==> config.mk <==
export PLATFORM = sky130hd
export DESIGN_NAME = msx_slot_config
export DESIGN_NICKNAME = d
export VERILOG_FILES = /design/src/rtl/msx_slot_config.sv
export SDC_FILE = /design/constraint.sdc
export NUM_CORES = 1
export LEC_CHECK = 0
export ABC_AREA = 0
export CORE_MARGIN = 3
export CORE_UTILIZATION = 38
export DETAILED_ROUTE_END_ITERATION = 8
export GPL_ROUTABILITY_DRIVEN = 1
export PLACE_DENSITY = 0.6
export SYNTH_ARGS = -nofsm -noshare
export SYNTH_HDL_FRONTEND = slang
export SYNTH_SLANG_ARGS = --single-unit
==> constraint.sdc <==
create_clock -name clk -period 3 [get_ports clk]
set_clock_uncertainty 0.1 [all_clocks]
set_input_delay 0.3 -clock clk [delete_from_list [all_inputs] [get_ports clk]]
set_output_delay 0.3 -clock clk [all_outputs]
set_load 0.1 [all_outputs]
==> src/rtl/msx_slot_config.sv <==
// msx_slot_config: cartridge-slot configuration engine.
//
// Decodes the per-slot type/mapper/SRAM menu selections for SLOTS cartridge slots into a
// candidate configuration, waits until that candidate has been stable for SETTLE_CYCLES
// cycles, then requests a reload from the cartridge loader. The committed configuration
// (all outputs) changes only on the edge where the loader acknowledges the request.
//
// Parameters
//   SLOTS          number of cartridge slots (1..4); slot 0 is the full-featured slot
//   SETTLE_CYCLES  consecutive stable cycles required before a change is requested (>= 1)
//
// Ports
//   clk            system clock
//   reset_n        asynchronous active-low reset
//   hold           system reset/boot in progress; blocks new requests
//   fdc_builtin    BIOS provides an internal FDC
//   typ_sel        per-slot type menu index, 3 bits per slot
//   mapper_sel     per-slot mapper menu index, 4 bits per slot (0 = auto, 1 = none)
//   sram_sel       per-slot SRAM menu index, 3 bits per slot (0 = auto, 1..6 = 1..32 kB, 7 = none)
//   reload_ack     loader accepts the pending configuration
//   reload_req     a new configuration is pending
//   slot_typ       committed type per slot
//   slot_mapper    committed mapper per slot (mapper_sel + 2, modulo 16)
//   slot_sram_kb   committed SRAM size in kB per slot
//   rom_load_hide  per slot: committed type is not ROM
//   sram_sel_hide  per slot: committed type is not ROM, or committed mapper_sel is auto
//   fdc_enabled    committed FDC enable
//   cfg_gen        commit counter, wraps 255 -> 0
//
// Build option
//   MSX_CFG_FDC_SLOT_EN  when defined, slot 0 type code 6 decodes to the cartridge FDC
//                        (unless the BIOS already provides one); when undefined, code 6
//                        decodes to EMPTY and fdc_enabled follows fdc_builtin only.

module msx_slot_config #(
  parameter int unsigned SLOTS         = 2,
  parameter int unsigned SETTLE_CYCLES = 1024
) (
  input  logic                 clk,
  input  logic                 reset_n,
  input  logic                 hold,
  input  logic                 fdc_builtin,
  input  logic [3*SLOTS-1:0]   typ_sel,
  input  logic [4*SLOTS-1:0]   mapper_sel,
  input  logic [3*SLOTS-1:0]   sram_sel,
  input  logic                 reload_ack,
  output logic                 reload_req,
  output logic [3*SLOTS-1:0]   slot_typ,
  output logic [4*SLOTS-1:0]   slot_mapper,
  output logic [8*SLOTS-1:0]   slot_sram_kb,
  output logic [SLOTS-1:0]     rom_load_hide,
  output logic [SLOTS-1:0]     sram_sel_hide,
  output logic                 fdc_enabled,
  output logic [7:0]           cfg_gen
);

  // Candidate/committed key layout:
  //   [KeyW-1]        valid (0 only before the first sample / first commit)
  //   [KeyW-2]        fdc enable
  //   slot i, 10 bits at [10*i +: 10] = {type[2:0], mapper_sel[3:0], sram_sel[2:0]}
  // SRAM size and the hide flags are pure functions of the key, so they are derived
  // from cand_q at commit time rather than stored in it.
  localparam int unsigned KeyW = 10 * SLOTS + 2;
  localparam int unsigned CntW = (SETTLE_CYCLES > 1) ? $clog2(SETTLE_CYCLES) : 1;

  localparam logic [2:0] TypRom   = 3'd0;
  localparam logic [2:0] TypFdc   = 3'd6;
  localparam logic [2:0] TypEmpty = 3'd7;

  // Committed key reset value differs from the candidate reset value ('0) and carries
  // valid=0, so no sampled candidate can ever match it: the first configuration after
  // reset is always requested.
  localparam logic [KeyW-1:0] CmtKeyRst = {1'b0, {(KeyW - 1){1'b1}}};

  typedef enum logic [1:0] {
    StIdle,
    StSettle,
    StReq
  } state_e;

  state_e              state_q;
  logic [CntW-1:0]     cnt_q;
  logic                req_q;
  logic [7:0]          gen_q;
  logic [KeyW-1:0]     cand_d;
  logic [KeyW-1:0]     cand_q;
  logic [KeyW-1:0]     cmt_key_q;
  logic                cand_changed;

  logic [2:0]          typ_dec [SLOTS];

  logic [3*SLOTS-1:0]  typ_q;
  logic [4*SLOTS-1:0]  map_q;
  logic [8*SLOTS-1:0]  kb_q;
  logic [SLOTS-1:0]    rom_hide_q;
  logic [SLOTS-1:0]    sram_hide_q;
  logic                fdc_q;

  logic [3*SLOTS-1:0]  new_typ;
  logic [4*SLOTS-1:0]  new_map;
  logic [8*SLOTS-1:0]  new_kb;
  logic [SLOTS-1:0]    new_rom_hide;
  logic [SLOTS-1:0]    new_sram_hide;

  // ---------------------------------------------------------------------------------------
  // Type decode
  // ---------------------------------------------------------------------------------------
  always_comb begin
    for (int i = 0; i < SLOTS; i++) begin
      typ_dec[i] = TypEmpty;
      if (i == 0) begin
        if (typ_sel[2:0] <= 3'd5) begin
          typ_dec[i] = typ_sel[2:0];
`ifdef MSX_CFG_FDC_SLOT_EN
        end else if (typ_sel[2:0] == TypFdc && !fdc_builtin) begin
          // A cartridge FDC is only useful when the BIOS has none of its own.
          typ_dec[i] = TypFdc;
`endif
        end
      end else if (typ_sel[3*i +: 3] <= 3'd3) begin
        typ_dec[i] = typ_sel[3*i +: 3];
      end
    end
  end

  // ---------------------------------------------------------------------------------------
  // Candidate key
  // ---------------------------------------------------------------------------------------
  always_comb begin
    cand_d = '0;
    cand_d[KeyW-1] = 1'b1;
`ifdef MSX_CFG_FDC_SLOT_EN
    cand_d[KeyW-2] = fdc_builtin | (typ_dec[0] == TypFdc);
`else
    cand_d[KeyW-2] = fdc_builtin;
`endif
    for (int i = 0; i < SLOTS; i++) begin
      cand_d[10*i+7 +: 3] = typ_dec[i];
      cand_d[10*i+3 +: 4] = mapper_sel[4*i +: 4];
      cand_d[10*i   +: 3] = sram_sel[3*i +: 3];
    end
  end

  always_ff @(posedge clk or negedge reset_n) begin
    if (!reset_n) begin
      cand_q <= '0;
    end else begin
      cand_q <= cand_d;
    end
  end

  // cand_q is about to take a different value on this edge.
  assign cand_changed = (cand_d != cand_q);

  // ---------------------------------------------------------------------------------------
  // Output values that a commit on this edge would publish
  // ---------------------------------------------------------------------------------------
  always_comb begin
    new_typ       = '0;
    new_map       = '0;
    new_kb        = '0;
    new_rom_hide  = '0;
    new_sram_hide = '0;
    for (int i = 0; i < SLOTS; i++) begin
      new_typ[3*i +: 3]  = cand_q[10*i+7 +: 3];
      new_map[4*i +: 4]  = cand_q[10*i+3 +: 4] + 4'd2;
      new_rom_hide[i]    = (cand_q[10*i+7 +: 3] != TypRom);
      new_sram_hide[i]   = new_rom_hide[i] | (cand_q[10*i+3 +: 4] == 4'd0);
      // SRAM only for a ROM slot with an explicit mapper (> none) and an explicit size.
      if (!new_rom_hide[i] && (cand_q[10*i+3 +: 4] > 4'd1) &&
          (cand_q[10*i +: 3] != 3'd0) && (cand_q[10*i +: 3] != 3'd7)) begin
        new_kb[8*i +: 8] = 8'd1 << (cand_q[10*i +: 3] - 3'd1);
      end
    end
  end

  // ---------------------------------------------------------------------------------------
  // Settle / request / commit FSM
  // ---------------------------------------------------------------------------------------
  always_ff @(posedge clk or negedge reset_n) begin
    if (!reset_n) begin
      state_q     <= StSettle;
      cnt_q       <= '0;
      req_q       <= 1'b0;
      gen_q       <= 8'd0;
      cmt_key_q   <= CmtKeyRst;
      typ_q       <= {SLOTS{TypEmpty}};
      map_q       <= '0;
      kb_q        <= '0;
      rom_hide_q  <= '1;
      sram_hide_q <= '1;
      fdc_q       <= 1'b0;
    end else begin
      unique case (state_q)
        StIdle: begin
          // Also look at cand_d so a change landing on this edge starts its settle window
          // right away; cand_q covers a difference that accumulated while hold was high.
          if (!hold && ((cand_q != cmt_key_q) || (cand_d != cmt_key_q))) begin
            state_q <= StSettle;
            cnt_q   <= '0;
          end
        end
        StSettle: begin
          if (cand_changed || hold) begin
            cnt_q <= '0;
          end else if (cand_q == cmt_key_q) begin
            state_q <= StIdle;
          end else if (cnt_q == CntW'(SETTLE_CYCLES - 1)) begin
            state_q <= StReq;
            req_q   <= 1'b1;
          end else begin
            cnt_q <= cnt_q + 1'b1;
          end
        end
        StReq: begin
          // Hold is ignored here: the request is never withdrawn once raised.
          if (reload_ack) begin
            state_q     <= StSettle;
            cnt_q       <= '0;
            req_q       <= 1'b0;
            gen_q       <= gen_q + 8'd1;
            cmt_key_q   <= cand_q;
            typ_q       <= new_typ;
            map_q       <= new_map;
            kb_q        <= new_kb;
            rom_hide_q  <= new_rom_hide;
            sram_hide_q <= new_sram_hide;
            fdc_q       <= cand_q[KeyW-2];
          end
        end
        default: begin
          state_q <= StSettle;
          cnt_q   <= '0;
          req_q   <= 1'b0;
        end
      endcase
    end
  end

  assign reload_req    = req_q;
  assign slot_typ      = typ_q;
  assign slot_mapper   = map_q;
  assign slot_sram_kb  = kb_q;
  assign rom_load_hide = rom_hide_q;
  assign sram_sel_hide = sram_hide_q;
  assign fdc_enabled   = fdc_q;
  assign cfg_gen       = gen_q;

endmodule

### Word-level counts from Yosys, hierarchy flattened

Cells that the tools add are included.

* register bits: 100
* output and inout bits: 44
* word-level logic and storage cells: 88

* $add $sub $neg: 6
* magnitude comparators: 4
* equality and inequality tests: 17
* shift-type cells: 2
* multiplexer cells: 21
* bitwise gates (word level): 3
* reduce and logical (&&, ||, !) cells: 23

Operators with widths (number)
* != test 22 bit: 3
* 2-to-1 mux 10 bit: 5
* one-hot mux 10 bit (3 select lines): 1
* == test 22 bit: 1
* 2-to-1 mux 8 bit: 2
* << shifter 1 x 3 -> 8 bit (first input constant): 2
* != test 3 bit (second input constant): 5
* nonzero test 3 bit: 4
* adder 10 x 1 -> 10 bit (second input constant): 1
* == test 10 bit (second input constant): 1
* 2-to-1 mux 2 bit: 5
* != test 2 bit (second input constant): 5
* adder 4 x 2 -> 4 bit (second input constant): 2
* adder 8 x 1 -> 8 bit (second input constant): 1
* greater-than comparator 4 x 1 -> 1 bit (second input constant): 2
* logical NOT 4 bit: 2
* AND reduction 4 bit: 2
* logical AND 1 bit: 7
* 2-to-1 mux 3 bit: 2
* one-hot mux 2 bit (3 select lines): 1
* subtractor 3 x 1 -> 3 bit (second input constant): 2
* AND reduction 5 bit: 1
* 2-to-1 mux 1 bit: 4
* less-or-equal comparator 3 x 2 -> 1 bit (second input constant): 1
* other kinds (10): 14

### Logic depth before layout (Yosys ltp)

Gate-level depths: netlist of the first run.

* depth after elaboration: 7
* gate-level depth with buffers: 7
* gate-level depth less buffers: 7

### Worst setup path after synthesis of the first run

No wires, ideal clock.

* path type: register -> register
* from: register cmt_key_q[5]
* to: register cnt_q[0]
* library setup time: 0.125 ns
* arrival time: 2.011 ns
* data required time: 2.775 ns
* path slack: 0.764 ns
* stages on the path, launching flop included: 7
* buffers on the path: 0
* cell sequence: dfstp_2 xnor2_1 nand4_1 or4_4 nor4_4 a211oi_4 mux2_4

* cells in the longest elaborated chain, start to end: 5
* elaborated cells between the ends (all ways): 8
* classes of those cells: eq/ne (5); reduce/logical (3)

Ends and longest elaborated chain
* start: declaration: line 87 `logic [KeyW-1:0] cmt_key_q;`
* start signal: assignment: line 186 `cmt_key_q <= CmtKeyRst;`
* start signal: assignment: line 222 `cmt_key_q <= cand_q;`
* != test 22 bit: line 198 `if (!hold && ((cand_q != cmt_key_q) || (cand_d != cmt_key_q))) begin`
* logical OR 1 bit: line 198
* logical AND 1 bit: line 198
* != test 2 bit (no source line)
* AND reduction 4 bit (no source line) *
* end signal: assignment: line 212 `cnt_q <= cnt_q + 1'b1;`
* end: declaration: line 82 `logic [CntW-1:0] cnt_q;`

Mark *: on every way between the ends. The rest lies on a longest branch, timed or not.
A chain may end at the register's enable or synchronous reset.

### Worst setup path after layout of the first run

* from: input port mapper_sel[4]
* to: register cnt_q[4]

* cells in the longest elaborated chain, start to end: 5
* elaborated cells between the ends (all ways): 11
* classes of those cells: eq/ne (5); mux (2); reduce/logical (4)

Ends and longest elaborated chain
* start: declaration: line 44 `input logic [4*SLOTS-1:0] mapper_sel,`
* != test 22 bit: line 198
* logical OR 1 bit: line 198
* logical AND 1 bit: line 198
* != test 2 bit (no source line)
* AND reduction 4 bit (no source line)

Several ways; a longest one is shown, not always the timed one.

==> results of run 1 <==
==> state kept, by name (all words and copies together) (netlist names) <==
register and count:
cand_q 22, cfg_gen 8, cmt_key_q 22, cnt_q 10
fdc_enabled 1, reload_req 1, rom_load_hide 2, slot_mapper 8
slot_sram_kb 16, sram_sel_hide 2, state_q 2
==> synth_stat cells, types with 2 or more instances <==
cell type	count	area, sq um
nand2_1	111	416.7
dfrtp_1	68	1702
xnor2_1	39	341.6
xor2_1	30	262.8
dfstp_2	26	683.2
nand3_1	18	90.09
o21ai_0	17	85.08
clkbuf_1	14	52.55
inv_1	12	45.04
nand4_1	12	75.07
nor2_1	11	41.29
nor4_1	10	62.56
nor3_1	7	35.03
o211ai_1	7	52.55
buf_4	6	45.04
and2_1	4	25.02
and3_1	4	25.02
buf_6	4	45.04
ha_1	4	50.05
nand2b_1	4	25.02
nand3b_1	4	30.03
or2_2	3	18.77
a21oi_1	2	10.01
a31oi_1	2	12.51
buf_2	2	10.01
mux2i_1	2	20.02
nor2b_1	2	12.51
o21ai_1	2	10.01
o41ai_1	2	17.52
xnor2_2	2	32.53
==> worst max-delay path, cell delays in order <==
cell             delay [ns]
clkdlybuf4s50_1        0.48
xor2_1                 0.19
nor4_1                 0.49
buf_4                  0.21
o211ai_1               0.17
nor4_4                 0.39
a211oi_4               0.08
buf_4                  0.18
o211ai_1               0.17
==> metal layers <==
metal | wire, um | global-route usage, % | part of all wire, % | vias up
li1 | - | - | - | 1612
met1 | 5075 | 23.93 | 49 | 1579
met2 | 4718 | 25.27 | 45 | 61
met3 | 387 | 2.579 | 3.7 | 12
met4 | 193 | 6.651 | 1.9 | 0
met5 | 0 | 0 | 0 | -
==> power groups by stage <==
stage	combinational [W]	sequential, W	clock [W]
6_report	0.000144	0.00131	0.00115
3_5_place_dp	0.000147	0.00133	0
4_1_cts	0.000148	0.00131	0.00117
2_1_floorplan	0.0000728	0.00132	0
5_1_grt	0.000159	0.00131	0.00122
3_3_place_gp	0.000146	0.00133	0
==> stage by stage <==
stage	setup slack [ns]	utilization, %
after global routing	0.3446	47.50
after CTS	0.4931	47.50
final	0.4789	47.50
after floorplan	0.7637	-
after detailed placement	0.1618	44.95
after global placement	0.1743	44.95
==> area by class of cell <==
cell class,instances,area (sq um),share of cell area (%)
multi-input combinational,317,1947,35.59
clock inverter,4,47.55,0.8692
timing repair buffer,75,620.6,11.34
sequential,94,2385,43.60
inverter,12,45.04,0.8234
clock buffer,12,246.5,4.506
tap,143,178.9,3.271
==> kinds of logic (layout without fill, tap and decap cells) <==
family | Yosys count | count (layout)
buffers and inverters | 38 | 103
and+or+nand+nor | 196 | 196
xor gates and xnor gates | 71 | 71
AOI/OAI and AO/OA | 42 | 42
muxes | 3 | 3
other | 1 | 1
DFF | 94 | 94
adders and majority gates | 4 | 4
==> worst max-delay path by stage <==
stage                       start       end  slack (ns)  cells after the start
floorplan            cmt_key_q[5]  cnt_q[0]        0.76                      6
global placement    mapper_sel[4]  cnt_q[0]        0.17                      8
detailed placement  mapper_sel[4]  cnt_q[5]        0.16                      9
CTS                 mapper_sel[4]  cnt_q[4]        0.49                      9
global route        cmt_key_q[13]  cnt_q[5]        0.34                      8
finish              mapper_sel[4]  cnt_q[4]        0.48                      9
==> results.json, run 1 <==
{
  "maxCapViolCount": 0,
  "yosys_warnings": 0,
  "syn2layout_area_growth_pct": 20.84,
  "dpl_cell_area_sq_mm": 0.005176,
  "grtUsageTotal_pct": 16.65,
  "p_int_w": 0.002019,
  "status": "finished, final reports clean",
  "finalCritPeriodShare_pct": 84.04,
  "cp.arrival_ns": 2.67,
  "fillers": 1111,
  "synthesis.area_sq_mm": 0.004527,
  "cts.repair.resized": 0,
  "cts_tree": "built",
  "slew_viol_final": 0,
  "synth_fp_nets": 478,
  "grt_pass1_vias": 3392,
  "fin_setup_tns_ns": 0,
  "dpl.hpwl_mm": 7.420,
  "final_cell_mix": "nand2_1, dfrtp_1, buf_4",
  "setup-violations-final": 0,
  "synth_simple_gate_area_share_pct": 20.59,
  "routed_wl_mm": 10.38,
  "cp.required_ns": 3.15,
  "io_buffers": 68,
  "slew_headroom_pct": 28.10,
  "rows": 39,
  "antenna_left": 0,
  "synth_compound_area_share_pct": 6.329,
  "yosys_most_used_dff": "dfrtp_1",
  "final_common_cell": "nand2_1",
  "ys_ff_latch": 94,
  "pwr-share-seq_pct": 50.4,
  "die_h_um": 115.1,
  "finalHoldViolations": 0,
  "grt_pass1_wl_mm": 17.24,
  "ir_worst_vdd_mv": 0.2265,
  "dieArea_sq_mm": 0.01326,
  "reg2regPathDepth": 8,
  "layout.nets": 538,
  "yosys.area_share.adder_pct": 1.106,
  "path_class": "primary input to flip-flop",
  "finalNonFillerCells": 657,
  "cts_buffers": 9,
  "vias_per_cell": 4.968,
  "power.net_switching_w": 0.0005848,
  "critical_path.max_fanout": 8,
  "vias": 3264,
  "min_period_ns": 2.521,
  "cp-end-kind": "flip-flop",
  "seq_area_frac_synth_pct": 52.68,
  "ctsRootBufferMaster": "clkbuf_16",
  "hp-class": "primary input to asynchronous set/reset pin",
  "coreArea_sq_mm": 0.01152,
  "r2r-end": "cnt_q[4]",
  "clk_path_buf_depth": 2,
  "clkTransAtPathRegs_ns": 0.06,
  "synth_top_family_by_area": "simple AND/OR/NAND/NOR gates",
  "grt_max_degree": 85,
  "post-cts-setup-buffer-count": 0,
  "die_w_um": 115.1,
  "p_total_w": 0.002604,
  "overflow": 0,
  "max_slew.worst_pin.slew_ns": 1.079,
  "cellPowerDensity_mw_per_mm2": 476.0,
  "synth.area.mux_share_pct": 0.7739,
  "clock_sinks": 94,
  "reg2reg_setup_slack_ns": 0.49,
  "synth_cell_types": 48,
  "drc": 0,
  "r2r-start": "cmt_key_q[13]",
  "dr.pass1.iters": 4,
  "start_util_pct": 39.31,
  "clkPwrFrac_pct": 44.1,
  "drive_gt1_share_pct": 20.43,
  "p_comb_share_pct": 5.5,
  "timing.hold.ws_ns": 0.03685,
  "clk_latency_ns": 0.34,
  "dpl.cell_count": 641,
  "htree_levels": 3,
  "synth_edf_count": 0,
  "fmax_ghz": 0.3966,
  "gp_congestion": 0.7963,
  "drtIter0Drc": 234,
  "ctsHoldBuffers": 0,
  "syn_inst": 449,
  "antenna_found_initial": 0,
  "wl_per_cell_um": 15.79,
  "io_pins": 69,
  "num_antenna_cells": 0,
  "synth_xor_area_share_pct": 14.07,
  "switching_share_pct": 22.46,
  "finalInstanceArea_sq_mm": 0.005470,
  "worst_setup_path_start_kind": "primary input",
  "leakagePower_nw": 2.426,
  "async_flop_share_pct": 100.0,
  "avgSynthCellArea_sq_um": 10.08,
  "rsz0062_at_grt": "false"
}
Power figures use the tool's default switching activity.
==> run 2: changes to the inputs <==
--- a/config.mk
+++ b/config.mk
@@ -10,7 +10,7 @@
 export CORE_UTILIZATION = 38
 export DETAILED_ROUTE_END_ITERATION = 8
 export GPL_ROUTABILITY_DRIVEN = 1
-export PLACE_DENSITY = 0.6
+export PLACE_DENSITY = 0.62
 export SYNTH_ARGS = -nofsm -noshare
 export SYNTH_HDL_FRONTEND = slang
 export SYNTH_SLANG_ARGS = --single-unit
==> constraint.sdc (replaced) <==
create_clock -name clk -period 2.25 [get_ports clk]
set_clock_uncertainty 0.1 [all_clocks]
set_input_delay 0.225 -clock clk [delete_from_list [all_inputs] [get_ports clk]]
set_output_delay 0.225 -clock clk [all_outputs]
set_load 0.1 [all_outputs]
==> run 2 against run 1 <==
Compared with the run above:
- the run now ends with setup timing left
- combinational power is 75% higher
- hold slack better by 0.22 ns
- via count is 5.8% higher
- die area stayed put
- cell count is 8.2% higher
- utilization is 4.4 points higher
- flip-flop and latch count stayed put
- setup slack worse by 0.63 ns
- first-iteration DRC count is 19% lower
- power is 36% higher
- register-to-register slack worse by 0.64 ns
- global-route usage is 0.69 points higher
- largest power group unchanged
==> results.json, run 2 (synthesis results as in run 1) <==
{
  "ctsRootBufferMaster": "clkbuf_16",
  "rsz0062_at_grt": "true",
  "violations": "setup timing",
  "clk_path_buf_depth": 2,
  "coreArea_sq_mm": 0.01152,
  "io_pins": 69,
  "vias_per_cell": 4.855,
  "dpl.hpwl_mm": 7.978,
  "htree_levels": 3,
  "final_core_util_pct": 51.91,
  "grt_pass1_wl_mm": 17.80,
  "antenna_found_initial": 0,
  "clkTransAtPathRegs_ns": 0.07,
  "routed_wl_mm": 10.83,
  "setup-violations-final": 10,
  "start_util_pct": 39.31,
  "place_ws_ns": -0.5168,
  "clock_sinks": 94,
  "path_class": "flip-flop to flip-flop",
  "overflow": 0,
  "finalInstanceArea_sq_mm": 0.005978,
  "reg2reg_setup_slack_ns": -0.15,
  "critical_path.max_fanout": 3,
  "hp-class": "primary input to asynchronous set/reset pin",
  "slew_viol_final": 0,
  "io_buffers": 68,
  "fmax_ghz": 0.4169,
  "wl_per_cell_um": 15.23,
  "cellPowerDensity_mw_per_mm2": 591.1,
  "worst_setup_path_start_kind": "flip-flop",
  "drc": 0,
  "die_w_um": 115.1,
  "antenna_left": 0,
  "max_slew.worst_pin.slew_ns": 0.5957,
  "syn2layout_area_growth_pct": 32.06,
  "slew_headroom_pct": 60.14,
  "vias": 3452,
  "cp-end-kind": "flip-flop",
  "ir_worst_vdd_mv": 0.2857,
  "die_h_um": 115.1,
  "grt_pass1_vias": 3471,
  "cts_tree": "built",
  "dieArea_sq_mm": 0.01326,
  "grt_max_degree": 46,
  "drive_gt1_share_pct": 29.75,
  "drtIter0Drc": 189,
  "cts_buffers": 9,
  "gp_congestion": 0.8100,
  "final_cell_mix": "nand2_1, buf_4, dfrtp_1",
  "layout.nets": 592,
  "finalHoldViolations": 0,
  "cp.required_ns": 2.37,
  "num_antenna_cells": 0,
  "cp.arrival_ns": 2.52,
  "worst_slack_ns": -0.1485,
  "final_common_cell": "nand2_1",
  "dr.pass1.iters": 5,
  "min_period_ns": 2.398,
  "rows": 39,
  "grtUsageTotal_pct": 17.33,
  "dpl_cell_area_sq_mm": 0.005547,
  "leakagePower_nw": 2.725,
  "finalCritPeriodShare_pct": 106.6,
  "maxCapViolCount": 0,
  "status": "finished, violations left",
  "clk_latency_ns": 0.34
}
run 2: what timing repair did:
item                                    4_1_cts  5_1_grt
cloned                                        0        1
buffers inserted                              5        1
endpoints found under the hold margin        24        0
pin swaps                                     5        3
resized for setup                             5        6
endpoints found under the setup margin       11       12
hold buffers                                  1        0
run 2: worst paths after layout:
kind / startpoint / endpoint / depth (start not counted)
hold / removal: reset_n / cfg_gen[7] / 2
setup reg to reg: cmt_key_q[12] / cnt_q[0] / 6
min in group clk: mapper_sel[3] / cand_q[6] / 1
hold reg to reg: slot_mapper[4] / slot_mapper[4] / 2
max in group asynchronous: reset_n / rom_load_hide[0] / 3
setup / recovery: cmt_key_q[12] / cnt_q[0] / 6
run 2: layout make-up:
cell class / count / area [sq um]
clock inverter: 5 / 58.81
fill: 1051 / 5538
inverter: 12 / 45.04
timing repair buffer: 129 / 1055
multi-input combinational: 317 / 2013
tap: 143 / 178.9
clock buffer: 11 / 242.7
sequential: 94 / 2385
run 2: per-stage QoR:
stage / std cells / setup TNS, ns / hold WS, ns / power, W
after CTS: 709 / -0.8326 / 0.2536 / 0.003570
after global routing: 711 / -2.033 / 0.2944 / 0.003674
final: 711 / -1.029 / 0.2531 / 0.003533
after global placement: 687 / -5.566 / 0.08154 / 0.002013
after detailed placement: 687 / -5.155 / 0.08409 / 0.002015
after floorplan: 449 / 0 / -0.1706 / 0.001859
run 2: critical path, stage by stage (launching register included):
cell	delay, ns
dfstp_2	0.56
xnor2_2	0.13
nand4_1	0.17
or4_4	0.57
nor4_4	0.37
a211oi_4	0.08
mux2_4	0.30
run 2: metal layers:
| metal | vias to the layer above | global-route usage (%) | share of wire (%) |
|---|---|---|---|
| met1 | 1654 | 25.03 | 49 |
| met3 | 13 | 2.579 | 3.1 |
| li1 | 1724 | - | - |
| met2 | 61 | 26.81 | 47 |
| met4 | 0 | 5.869 | 1.6 |
| met5 | - | 0 | 0 |
run 2: power by group:
group          leakage [nW]  internal [W]  switching, W  total [W]
registers              1.16       0.00171     0.0000251    0.00174
clock network         0.142      0.000892      0.000651    0.00154
logic                  1.42      0.000128      0.000125   0.000252
total                  2.72       0.00273      0.000801    0.00353
==> run 3: changes to the inputs <==
--- a/config.mk
+++ b/config.mk
@@ -11,6 +11,7 @@
 export DETAILED_ROUTE_END_ITERATION = 8
 export GPL_ROUTABILITY_DRIVEN = 1
 export PLACE_DENSITY = 0.62
+export REMOVE_ABC_BUFFERS = 1
 export SYNTH_ARGS = -nofsm -noshare
 export SYNTH_HDL_FRONTEND = slang
 export SYNTH_SLANG_ARGS = --single-unit
==> run 3 against run 2 <==
Compared with the run above:
- the flow still finishes with violations (setup timing)
- wire length increased by 1.5%
- design area increased by 0.75%
- largest power group unchanged
- first-iteration DRC count increased by 7.4%
- sequential power about the same
- non-clock buffer count increased by 8
- power decreased by 3.0%
- critical path depth unchanged
- flip-flop and latch count unchanged
- utilization increased by 0.39 points
- highest routed layer unchanged
==> results.json, run 3 (synthesis results as in run 1) <==
{
  "status": "finished, violations left",
  "violations": "setup timing",
  "drtIter0Drc": 203,
  "cp.arrival_ns": 2.46,
  "grt_pass1_wl_mm": 17.75,
  "grtUsageTotal_pct": 17.20,
  "clk_path_buf_depth": 2,
  "switching_share_pct": 23.21,
  "overflow": 0,
  "clock_sinks": 94,
  "clkTransAtPathRegs_ns": 0.07,
  "syn2layout_area_growth_pct": 33.06,
  "finalHoldViolations": 0,
  "cp-end-kind": "flip-flop",
  "min_period_ns": 2.342,
  "cellPowerDensity_mw_per_mm2": 568.8,
  "wl_per_cell_um": 15.29,
  "worst_setup_path_start_kind": "flip-flop",
  "fmax_ghz": 0.4271,
  "grt_max_degree": 42,
  "antenna_found_initial": 0,
  "routed_wl_mm": 10.99,
  "dpl.hpwl_mm": 8.107,
  "fillers": 1061,
  "die_h_um": 115.1,
  "start_util_pct": 39.31,
  "coreArea_sq_mm": 0.01152,
  "p_int_w": 0.002630,
  "slew_viol_final": 0,
  "max_slew.worst_pin.slew_ns": 0.6615,
  "ir_worst_vdd_mv": 0.3053,
  "power.net_switching_w": 0.0007953,
  "finalCritPeriodShare_pct": 104.1,
  "hp-class": "primary input to asynchronous set/reset pin",
  "die_w_um": 115.1,
  "cts_buffers": 9,
  "setup-violations-final": 10,
  "cp.required_ns": 2.37,
  "num_antenna_cells": 0,
  "worst_slack_ns": -0.09158,
  "pwr-share-seq_pct": 50.7,
  "grt_pass1_vias": 3557,
  "io_buffers": 68,
  "rsz0062_at_grt": "true",
  "maxCapViolCount": 0,
  "dr.pass1.iters": 4,
  "final_common_cell": "nand2_1",
  "rows": 39,
  "regArea_sq_mm": 0.002386,
  "final_cell_mix": "nand2_1, buf_4, dfrtp_1",
  "final_core_util_pct": 52.30,
  "multi_input_area_sq_mm": 0.002024,
  "ctsRootBufferMaster": "clkbuf_16",
  "clk_latency_ns": 0.34,
  "dieArea_sq_mm": 0.01326,
  "slew_headroom_pct": 55.90,
  "vias_per_cell": 4.889,
  "path_class": "flip-flop to flip-flop",
  "io_pins": 69,
  "r2r-start": "cmt_key_q[9]",
  "clkPwrFrac_pct": 41.6,
  "vias": 3515,
  "critical_path.max_fanout": 4,
  "layout.nets": 600,
  "htree_levels": 3,
  "antenna_left": 0,
  "cts_tree": "built",
  "gp_congestion": 0.7741,
  "critical_path.startpoint": "cmt_key_q[9]",
  "drc": 0,
  "fin_setup_tns_ns": -0.5003,
  "p_comb_share_pct": 7.7,
  "drive_gt1_share_pct": 30.90,
  "leakagePower_nw": 2.752
}
-- run 3: stage by stage --
stage / worst slack, ns / hold slack, ns / instances / total power [W] / cell area [sq um]
floorplan: -0.3852 / -0.1706 / 423 / 0.001848 / 4374
global placement: -0.3425 / 0.1380 / 695 / 0.002015 / 5582
detailed placement: -0.3707 / 0.1482 / 695 / 0.002017 / 5582
CTS: -0.07363 / 0.2988 / 715 / 0.003461 / 5931
global route: -0.1773 / 0.3054 / 719 / 0.003559 / 6023
finish: -0.09158 / 0.3082 / 719 / 0.003426 / 6023
-- run 3: metal layers --
metal | vias up | GRT usage (%) | wire length (um)
li1 | 1724 | - | -
met1 | 1720 | 24.15 | 5365
met2 | 60 | 27.43 | 5214
met3 | 11 | 2.842 | 297
met4 | 0 | 5.243 | 115
met5 | - | 0 | 0
-- run 3: worst paths after layout --
kind	depth (start not counted)	slack [ns]	end
max in group asynchronous	3	0.99	cmt_key_q[18]
worst min-delay path	2	0.31	slot_sram_kb[13]
worst min register to register	1	0.37	cfg_gen[7]
worst max-delay path	6	-0.09	cnt_q[0]
worst max register to register	6	-0.09	cnt_q[0]
min in group clk	1	0.31	cand_q[1]
-- run 3: power by group through the flow --
| stage | Sequential, W | Clock, W | Combinational, W |
|---|---|---|---|
| after global routing | 0.00174 | 0.00153 | 0.000288 |
| after CTS | 0.00174 | 0.00147 | 0.000257 |
| after global placement | 0.00177 | 0 | 0.000249 |
| after floorplan | 0.00177 | 0 | 0.0000781 |
| final | 0.00174 | 0.00143 | 0.000262 |
| after detailed placement | 0.00177 | 0 | 0.000250 |
-- run 3: what timing repair did --
| action | in CTS | in global routing |
|---|---|---|
| buffers inserted | 3 | 2 |
| hold buffers | 1 | 0 |
| pin swaps | 4 | 5 |
| gates resized for setup | 8 | 14 |
| setup endpoints to repair | 10 | 13 |
| gates cloned | 0 | 2 |
| endpoints found under the hold margin | 25 | 0 |
-- run 3: worst max-delay path: stages (launching register included) --
cell and delay (ns):
dfstp_2 0.58, xnor2_1 0.15, nand4_1 0.14, or4_4 0.56, nor4_4 0.30, a211oi_4 0.08, mux2_4 0.30
-- run 3: final cells by class --
type,count,area share (%)
Sequential cell,94,39.61
Multi-Input combinational cell,317,33.61
Timing Repair Buffer,137,18.47
Clock buffer,12,4.092
Tap cell,143,2.971
Inverter,12,0.7478
Clock inverter,4,0.4985
